==> src/rtl/oled_pkg.sv <==
// Shared display geometry and streamer state encoding, used by the page
// streamer and the monochrome framebuffer.
package oled_pkg;

  localparam int H_PIXELS_DEF = 128;
  localparam int V_PIXELS_DEF = 64;
  localparam int PAGES_DEF    = V_PIXELS_DEF / 8;

  typedef enum logic [2:0] {
    ST_IDLE,
    ST_REQ,
    ST_SEND,
    ST_GAP,
    ST_DONE
  } state_t;

endpackage

==> src/rtl/oled_page_streamer.sv <==
// Reads the framebuffer column by column and streams one SSD1306 page-format
// byte per column read, page-major, over a valid/ready handshake.
module oled_page_streamer
  import oled_pkg::*;
#(
  parameter int H_PIXELS = H_PIXELS_DEF,
  parameter int V_PIXELS = V_PIXELS_DEF
) (
  input  logic       clk,
  input  logic       rst,
  input  logic       start,
  output logic       busy,
  output logic       done,
  input  logic       fb_ready,
  output logic       fb_re,
  output logic [7:0] fb_xpos,
  output logic [7:0] fb_ypos,
  output logic       fb_r_mode,
  input  logic       fb_r_data_valid,
  input  logic [7:0] fb_dout,
  output logic [7:0] m_data,
  output logic       m_valid,
  input  logic       m_ready,
  output logic       m_last
);

  localparam int PAGES  = V_PIXELS / 8;
  localparam int COL_W  = (H_PIXELS > 1) ? $clog2(H_PIXELS) : 1;
  localparam int PAGE_W = (PAGES > 1) ? $clog2(PAGES) : 1;
  localparam logic [COL_W-1:0]  COL_LAST  = COL_W'(H_PIXELS - 1);
  localparam logic [PAGE_W-1:0] PAGE_LAST = PAGE_W'(PAGES - 1);

  state_t             state;
  logic [COL_W-1:0]   col;
  logic [PAGE_W-1:0]  page;
  logic [7:0]         dout_rev;
  logic [7:0]         page_ypos;
  logic               at_last;

  // Framebuffer delivers the topmost row in bit7; the display wants it in bit0.
  always_comb begin
    dout_rev = '0;
    for (int i = 0; i < 8; i++) begin
      dout_rev[i] = fb_dout[7-i];
    end
  end

  assign page_ypos = 8'(page) << 3;
  assign at_last   = (col == COL_LAST) && (page == PAGE_LAST);
  assign fb_r_mode = 1'b1;

  always_ff @(posedge clk or posedge rst) begin
    if (rst) begin
      state   <= ST_IDLE;
      col     <= '0;
      page    <= '0;
      busy    <= 1'b0;
      done    <= 1'b0;
      fb_re   <= 1'b0;
      fb_xpos <= '0;
      fb_ypos <= '0;
      m_data  <= '0;
      m_valid <= 1'b0;
      m_last  <= 1'b0;
    end else begin
      case (state)
        ST_IDLE: begin
          if (start && fb_ready) begin
            col     <= '0;
            page    <= '0;
            busy    <= 1'b1;
            fb_re   <= 1'b1;
            fb_xpos <= '0;
            fb_ypos <= '0;
            state   <= ST_REQ;
          end
        end
        ST_REQ: begin
          if (fb_r_data_valid) begin
            m_data  <= dout_rev;
            m_last  <= at_last;
            m_valid <= 1'b1;
            fb_re   <= 1'b0;
            state   <= ST_SEND;
          end
        end
        ST_SEND: begin
          if (m_ready) begin
            m_valid <= 1'b0;
            m_last  <= 1'b0;
            if (at_last) begin
              busy  <= 1'b0;
              done  <= 1'b1;
              state <= ST_DONE;
            end else begin
              if (col == COL_LAST) begin
                col  <= '0;
                page <= page + 1'b1;
              end else begin
                col <= col + 1'b1;
              end
              state <= ST_GAP;
            end
          end
        end
        // One idle cycle so the framebuffer read pipeline drains between reads.
        ST_GAP: begin
          fb_re   <= 1'b1;
          fb_xpos <= 8'(col);
          fb_ypos <= page_ypos;
          state   <= ST_REQ;
        end
        ST_DONE: begin
          done  <= 1'b0;
          state <= ST_IDLE;
        end
        default: state <= ST_IDLE;
      endcase
    end
  end

endmodule

==> config.mk <==
export PLATFORM = sky130hd
export DESIGN_NAME = oled_page_streamer
export DESIGN_NICKNAME = d
export VERILOG_FILES = /design/src/rtl/oled_pkg.sv /design/src/rtl/oled_page_streamer.sv
export SDC_FILE = /design/constraint.sdc
export NUM_CORES = 1
export LEC_CHECK = 0
export ABC_AREA = 1
export BUFFER_PORTS_ARGS = -buffer_cell sky130_fd_sc_hd__buf_2
export CAP_MARGIN = 0
export CORE_MARGIN = 2
export CORE_UTILIZATION = 40
export CTS_BUF_LIST = sky130_fd_sc_hd__clkbuf_8 sky130_fd_sc_hd__clkbuf_16
export CTS_CLUSTER_DIAMETER = 30
export DETAILED_ROUTE_END_ITERATION = 8
export SKIP_CTS_REPAIR_TIMING = 1
export SLEW_MARGIN = 10
export SYNTH_ARGS = -nofsm -noshare
export SYNTH_HDL_FRONTEND = slang
export SYNTH_SLANG_ARGS = --single-unit
==> constraint.sdc <==
create_clock -name clk -period 3.8 [get_ports clk]
set_clock_uncertainty 0.15 [all_clocks]
set_input_delay 0.38 -clock clk [delete_from_list [all_inputs] [get_ports clk]]
set_output_delay 0.38 -clock clk [all_outputs]
set_load 0.02 [all_outputs]
==> qor.txt <==
status: finished, final reports clean
clock-pin slew on the worst setup and hold paths: 0.07 ns
asr flop ratio synth: 100%
Critical Path RT: 3.82 ns
Starting Density: 42.0%
Tightest Pin Transition: 1.06 ns
detailed-route DRC error count: 0
gp weighted congestion: 0.919
setup TNS: 0 ns
Total GRT Usage: 15.2%
Gate Count Post-Synth: 225
Worst-Skew Late Latency: 0.28 ns
TritonCTS Buffers: 5
min Tclk post-route: 1.90 ns
most frequent cells in the layout: 89 x nand2_1, 36 x dfrtp_1, 36 x buf_2
# Max-Cap Violations: 0
final hold vios: 0
Post-DRT Antenna Nets: 0
pre-CTS setup slack: 1.94 ns
CP Launch Type: flip-flop
number of global-route vias before repair: 1304
Post-synth EDFFs: 0
Synth Area per Inst: 8.17 um2
Sw Ratio: 42.6%
Pwr Density: 640 mW/mm2
WL/cell: 11.4 um
Ant. Diodes: 0
Static Leak: 0.00113 uW
DRT Wirelength: 3.59 mm
CTS tree: done
chip width: 71.8 um
final setup fails: 0
Peak Freq: 527 MHz
Cell Rows: 24
logic gate share of total power: 39.8%
TritonRoute pass-1 iters: 4
Detailed Route Iter0 Violations: 134
crit path kind: flip-flop to flip-flop
die height: 71.8 um
CP Data Arrival Time: 1.92 ns
Sink Count: 36
RSZ-0062 raised after global routing: false
I/O Pins: 44
Nets: 279
share of cells above drive strength 1: 23.2%
CP endpoint kind: flip-flop
Syn Std Cell Area: 0.00184 mm2
Reg power frac: 40.0%
NetSw: 572 uW
Primary FF master, synth: dfrtp_1
Tightest Hold Check Type: input pin to async pin
Crit Path Max Fanout: 7
IO Port Bufs: 36
Rel. slew slack: 28.8%
vias per inst: 4.64
Final WS setup: 1.90 ns
DP Wirelength: 2.73 mm
post-synthesis sequential area ratio: 49.0%
fin. max-slew vios: 0
core area: 0.00438 mm2
worst-case clock buffer depth: 2
part of the cycle the worst path needs: 49.9%
Synth Register Bits: 36
Root Driver: clkbuf_8
area growth from synthesis to layout: 13.9%
Power Internal: 770 uW
initial antenna violation count: 0
clock power share: 20.2%
first-pass GRT wire length: 6.05 mm
commonest non-fill, non-tap cell in the layout: nand2_1
VDD IR max: 0.267 mV
via count: 1461
post-synthesis cell type count: 26
largest net degree at the start of global routing: 31
H-tree depth: 2
gr ovfl total: 0
die area: 0.00516 mm2
warnings from Yosys: 0
power groups by stage:
stage	clock network [uW]	logic (uW)	registers (uW)
after detailed placement	0	539	544
after CTS	278	542	537
after floorplan	0	376	606
after global routing	293	610	553
final	271	534	537
after global placement	0	539	545
path summary, 6_finish.rpt:
path	cells after the start	endpoint	slack (ns)	startpoint
setup / recovery	8	state[0]	1.90	col[0]
hold / removal	2	fb_xpos[6]	0.08	rst
setup reg to reg	8	state[0]	1.90	col[0]
hold reg to reg	2	m_data[0]	0.32	m_data[0]
max in group asynchronous	3	state[0]	2.82	rst
min in group clk	3	m_data[7]	0.16	fb_dout[0]
cell type report:
cell class	instances	area (um2)
multi-input combinational	163	773
timing repair buffer	37	188
inverter	19	78.8
tap	52	65.1
sequential	36	901
clock inverter	2	7.51
clock buffer	6	82.6
fill	437	2290
cell families after synthesis:
group / after synthesis / synth area share, %
compound gates: 17 / 5.17
fa+ha+maj: 3 / 2.04
buf+inv: 31 / 10.0
flops: 36 / 49.0
other cells: 2 / 0.408
simple gates: 136 / 33.4
cell usage after synthesis, types with 3 or more instances:
cell type  number  area (um2)
dfrtp_1        36         901
nand2_1        89         334
o21ai_0         6        30.0
nor2_1         11        41.3
o21ai_1         7        35.0
buf_4           9        67.6
ha_1            3        37.5
nor2_4          4        45.0
nand3_1        20         100
inv_1          15        56.3
sequential cells by signal, indices dropped and copies added, names as in the netlist:
name and cells:
m_data 8, col 7, fb_xpos 7, fb_ypos 3
page 3, state 3, busy 1, done 1
fb_re 1, m_last 1, m_valid 1
critical path, cell delays in order (launching register included):
cell and delay (ns):
dfrtp_1 0.45, ha_1 0.23, nand2_1 0.08, nor2_1 0.13, nand2_1 0.15, o21ai_0 0.36, nand2_1 0.11, nand2_1 0.08
nand2_1 0.04
routing by layer:
metal	vias to the layer above	track usage, %	share of wire [%]
li1	768	-	-
met1	648	21.8	50
met2	38	22.0	43
met3	7	3.52	6.1
met4	0	6.08	1.7
met5	-	0	0
per-stage QoR:
stage	util, %	hold slack (ns)	cells	area [um2]	power (uW)
finish	47.8	0.0769	315	2100	1340
floorplan	-	0.318	230	1860	981
global placement	45.7	0.300	307	2010	1080
CTS	47.8	0.149	315	2100	1360
detailed placement	45.7	0.304	307	2010	1080
global route	47.8	0.150	315	2100	1460
No activity file was read; power rests on OpenSTA's default activity.
